### src/rtl/updown_counter_4_if.sv
// Control and status bundle for updown_counter_4.
// The counter uses the slave modport; the block that drives it uses master.
interface updown_counter_4_if #(
  parameter int WIDTH = 4
);
  logic             en;
  logic             dir;
  logic             load;
  logic [WIDTH-1:0] d;
  logic [WIDTH-1:0] q;
  logic             tc;
  logic             wrap;

  modport master (
    output en, dir, load, d,
    input  q, tc, wrap
  );

  modport slave (
    input  en, dir, load, d,
    output q, tc, wrap
  );
endinterface

### src/rtl/updown_counter_4.sv
// Up/down counter with enable, parallel load (load > en > hold), combinational tc, registered wrap pulse.
// Latency: q and wrap update one core_clk edge after sampling; tc is same-cycle. No backpressure.
// Define UPDOWN_COUNTER_SAT_EN to saturate at the boundaries instead of wrapping (wrap then stays 0).
module updown_counter_4 #(
  parameter int WIDTH = 4
) (
  input  logic               core_clk,
  input  logic               arst_n,
  updown_counter_4_if.slave  bus
);

  localparam logic [WIDTH-1:0] ALL_ONES = '1;
  localparam logic [WIDTH-1:0] ONE      = WIDTH'(1);

  logic [WIDTH-1:0] q_d, q_q;
  logic             wrap_d, wrap_q;
  logic             at_top, at_bot, at_edge;

  assign at_top  = (q_q == ALL_ONES);
  assign at_bot  = (q_q == '0);
  // True when the next step in the current direction would leave the range.
  assign at_edge = bus.dir ? at_top : at_bot;

  assign bus.tc   = bus.en & ~bus.load & at_edge;
  assign bus.q    = q_q;
  assign bus.wrap = wrap_q;

  always_comb begin
    q_d    = q_q;
    wrap_d = 1'b0;
    if (bus.load) begin
      q_d = bus.d;
    end else if (bus.en) begin
`ifdef UPDOWN_COUNTER_SAT_EN
      if (!at_edge) begin
        q_d = bus.dir ? (q_q + ONE) : (q_q - ONE);
      end
`else
      q_d    = bus.dir ? (q_q + ONE) : (q_q - ONE);
      wrap_d = at_edge;
`endif
    end
  end

  always_ff @(posedge core_clk or negedge arst_n) begin
    if (!arst_n) begin
      q_q    <= '0;
      wrap_q <= 1'b0;
    end else begin
      q_q    <= q_d;
      wrap_q <= wrap_d;
    end
  end

endmodule

### src/flat_wrapper.sv
// flat-port wrapper written by rule: the top's interface ports become plain ports
module updown_counter_4_flat 
#(
  parameter int WIDTH = 4
)
  (core_clk, arst_n, bus_en, bus_dir, bus_load, bus_d, bus_q, bus_tc, bus_wrap);
  updown_counter_4_if #(.WIDTH(WIDTH)) bus_i ();
  input  logic core_clk;
  input  logic arst_n;
  input wire logic [$bits(bus_i.en)-1:0] bus_en;
  input wire logic [$bits(bus_i.dir)-1:0] bus_dir;
  input wire logic [$bits(bus_i.load)-1:0] bus_load;
  input wire logic [$bits(bus_i.d)-1:0] bus_d;
  output wire logic [$bits(bus_i.q)-1:0] bus_q;
  output wire logic [$bits(bus_i.tc)-1:0] bus_tc;
  output wire logic [$bits(bus_i.wrap)-1:0] bus_wrap;
  assign bus_i.en = bus_en;
  assign bus_i.dir = bus_dir;
  assign bus_i.load = bus_load;
  assign bus_i.d = bus_d;
  assign bus_q = bus_i.q;
  assign bus_tc = bus_i.tc;
  assign bus_wrap = bus_i.wrap;
  updown_counter_4 #(.WIDTH(WIDTH)) u_core (.core_clk(core_clk), .arst_n(arst_n), .bus(bus_i));
endmodule
### config.mk
export PLATFORM = sky130hd
export DESIGN_NAME = updown_counter_4_flat
export DESIGN_NICKNAME = d
export VERILOG_FILES = /design/src/rtl/updown_counter_4_if.sv /design/src/rtl/updown_counter_4.sv /design/src/flat_wrapper.sv
export SDC_FILE = /design/constraint.sdc
export NUM_CORES = 1
export LEC_CHECK = 0
export ABC_AREA = 1
export CORE_AREA = 2 2 39 41
export DETAILED_ROUTE_END_ITERATION = 7
export DIE_AREA = 0 0 41 43
export PLACE_DENSITY_LB_ADDON = 0.12
export SYNTH_ARGS = -nofsm -noshare
export SYNTH_HDL_FRONTEND = slang
export SYNTH_SLANG_ARGS = --single-unit
### constraint.sdc
create_clock -name core_clk -period 1.8 [get_ports core_clk]
set_input_delay 0.54 -clock core_clk [delete_from_list [all_inputs] [get_ports core_clk]]
set_output_delay 0.54 -clock core_clk [all_outputs]
set_load 0.02 [all_outputs]
* After elaboration in Yosys (flattened, before gate mapping)
Index checks and enable logic that the tools add are counted.
** Word-level totals
- Input bits :: 9
- Logic and storage cells :: 16
- Register bits after elaboration :: 5
** Cells by class
- Equal/unequal tests :: 1
- Reductions and logical operators :: 2
- $add $sub $neg :: 2
- Bitwise gates (word level) :: 3
- Mux-type cells :: 6
** Operators with widths (number)
- 4-bit 2-to-1 mux :: 3
- 4-bit by 1-bit adder with 4-bit output, second input constant :: 1
- 4-bit equality test, second input constant :: 1
- 4-bit zero test :: 1
- 4-bit by 1-bit subtractor with 4-bit output, second input constant :: 1
- 1-bit 2-to-1 mux :: 3
- 1-bit AND :: 2
- 2-bit nonzero test :: 1
- 1-bit NOT :: 1

* Longest topological paths before layout
Gate-level depths: netlist of the first run.
- Depth after elaboration :: 4
- Gate-level depth with buffers :: 8

* Worst setup path after synthesis of the first run
OpenSTA, ideal clock, no wires.
- Path type :: input port to output port
- From :: input bus_en
- To :: output bus_tc
- Data arrival time :: 1.274 ns
- Cell stages on the path :: 4
- Setup slack :: -0.014 ns
- Required time :: 1.260 ns
- Path buffers :: 0
- Path through :: inv_1 nor2_4 nand3_1 o21ai_0
** On the way
- Cells in the longest elaborated chain, start to end :: 2
** Ends and longest elaborated chain
- start, declared :: line flat_wrapper.sv:10 : input wire logic [$bits(bus_i.en)-1:0] bus_en;
- 1-bit AND (2 in series) :: line updown_counter_4.sv:24 : assign bus.tc = bus.en & ~bus.load & at_edge;
- end, declared :: line flat_wrapper.sv:15 : output wire logic [$bits(bus_i.tc)-1:0] bus_tc;
No other way between the ends.

* Final worst setup path of the first run
- From :: input bus_load
- To :: output bus_tc
** On the way
- Cells in the longest elaborated chain, start to end :: 3
** Ends and longest elaborated chain
- start, declared :: line flat_wrapper.sv:12 : input wire logic [$bits(bus_i.load)-1:0] bus_load;
- 1-bit NOT :: line updown_counter_4.sv:24
- 1-bit AND (2 in series) :: line updown_counter_4.sv:24
No other way between the ends.

==> results of run 1 <==
## state kept, by name (all words and copies together), names as in the netlist
name and cells:
u_core.bus.q 4, u_core.bus.wrap 1
## stage by stage
step | total power [mW] | instance area [sq um] | instances
3_3_place_gp | 0.343 | 601 | 88
6_report | 0.456 | 638 | 93
4_1_cts | 0.462 | 619 | 92
2_1_floorplan | 0.237 | 373 | 49
5_1_grt | 0.494 | 638 | 93
3_5_place_dp | 0.342 | 601 | 88
## logic make-up after synthesis
| family | synth area share [%] |
|---|---|
| AND/OR/NAND/NOR | 36.2 |
| AO/OA/AOI/OAI | 10.7 |
| buffers and inverters | 5.03 |
| flip-flops | 33.6 |
| adder cells (fa/ha/maj) | 12.1 |
| XOR/XNOR | 2.35 |
## cell usage after synthesis (all sizes together)
| cell | instances |
|---|---|
| a21oi | 2 |
| a22oi | 2 |
| dfrtp | 5 |
| fa | 1 |
| ha | 2 |
| inv | 5 |
| nand2 | 15 |
| nand3 | 6 |
| nor2 | 6 |
| o21ai | 3 |
| or2 | 1 |
| xnor2 | 1 |
## power by group
group	total [mW]	switching (mW)	internal (mW)
clock	0.123	0.0392	0.0834
combinational	0.194	0.0960	0.0984
sequential	0.139	0.0136	0.126
total	0.456	0.149	0.308
## metal layers
metal	GRT usage, %	wire length (um)	share of wire, %
met5	0	0	0
met4	2.00	0	0
met3	6.28	44	4.8
met2	19.7	462	50
met1	15.4	410	45
## how the worst max path moves through the flow
stage	cells after the start	end	from	slack, ns
after global placement	8	bus_tc	bus_en	-0.81
after CTS	8	bus_tc	bus_en	-0.08
after detailed placement	8	bus_tc	bus_en	-0.83
final	7	bus_tc	bus_load	0.05
after floorplan	4	bus_tc	bus_en	0.14
after global routing	7	bus_tc	bus_load	-0.007
## area by class of cell
type	instances	area [sq um]
Clock buffer	4	26.3
Fill cell	141	746
Timing Repair Buffer	24	213
Multi-Input combinational cell	39	235
Tap cell	16	20.0
Sequential cell	5	125
Inverter	5	18.8
## timing repair
| item | CTS | global route |
|---|---|---|
| pin swaps | 1 | 3 |
| gates resized for setup | 16 | 9 |
| buffers inserted | 0 | 1 |
| endpoints found under the setup margin | 7 | 1 |
==> metrics.txt, run 1 <==
clock slew at reported path FFs 0.04 ns; n_diodes 0; Crit Path Category input port to primary output; drt first pass iters 4; CTS root buf clkbuf_4; initial antenna violation count 0; Overall Global Routing Usage 12.6%; Area growth syn-to-layout 71.1%; skew final 0.000840 ns; Initial Utilization 26.9%; Fin Hold WS 0.521 ns; vias in the first global route 372; endpoints failing setup 0; Slowest-stage cell, CP buf_6; reg-to-reg startpoint u_core.bus.q[2]$_DFFE_PN0P_; fraction of layout cells with a size suffix above 1 29.9%; CP max stage delay 0.13 ns; DRC 0; crit-path cells buf_6, nor2_4, inv_2, nor2_4, nand3_2, o21ai_2, buf_6; Worst Setup End Kind primary output; post-synthesis sequential area ratio 33.6%; Max Slew Vio Count 0; Detailed Place HPWL 772 um; crit path time final 1.75 ns; hold buffers post-CTS 0; Netlist cell types 16; r2r setup slk 0.35 ns; vias per inst 4.38; family with the most delay on the worst path simple AND/OR/NAND/NOR gates; wire per inst 9.86 um; critical path launch point type input port; cell taking the most area after synthesis dfrtp_1; period utilisation layout 97.2%; Max H-tree Level 1; achievable frequency 572 MHz; RSZ-0062 raised after global routing true; die width 41 um; crit path max fanout 3; reg2reg path depth 7; Reg2Reg Capture Point u_core.bus.q[3]$_DFFE_PN0P_; commonest non-fill, non-tap cells in the layout nand2_1 (15), buf_4 (10), clkdlybuf4s50_1 (6); row count 14; clock sinks 5; post-synth net total 61; largest net degree at the start of global routing 6; CTS max path bufs 2; Hold Vio Cnt, Final 0; gpl congestion 0.728; Final WS setup 0.0504 ns; Routed Antenna Nets 0; worst slack, placed -0.830 ns; Clock Latency Late Sink 0.23 ns; Arrival @ worst endpoint 1.21 ns; dominant cells by area after synthesis dfrtp_1 (34%), nand2_1 (15%), ha_1 (6.7%), nand3_1 (6.7%), nor2_4 (6.0%); Mapped Cells 49; Max-Cap Viols 0; DRT Wirelength 917 um; VDD IR max 0.700 mV; Synth warnings 0; syn_area_per_cell 7.61 sq um; total CTS buffers 3; total die area 1760 sq um; DR iter-0 viols 4; PortBufs 14; first-pass GRT wire length 1480 um; CTS tree done; PwrDens 715 nW/um^2; Core Util, Final 46.1%; GRT overflow 0; mapped cell area 373 sq um; Yosys top cell area share 33.6%; relative slew slack 80.3%; commonest non-fill, non-tap cell in the layout nand2_1; chip height 43 um; nets 90; status finished, final reports clean; CP Data Required Time 1.26 ns; hold crit path type input port to async pin; Synth Register Bits 5; static leakage 0.319 nW; CORE AREA 1380 sq um; via count 407; setup TNS 0 ns; Top Ports 15; buffers and inverters on the worst path 3; Tightest Pin Transition 0.294 ns
No activity file was read; power rests on OpenSTA's default activity.
==> inputs of run 2 (changes only) <==
Settings changed: CAP_MARGIN from default to 20, SKIP_LAST_GASP from default to 1.
==> results of run 2 <==
No change in the layout: final DEF, timing and power equal those of run 1.
Main changes from that run: number of gates resized after CTS 16 -> 13
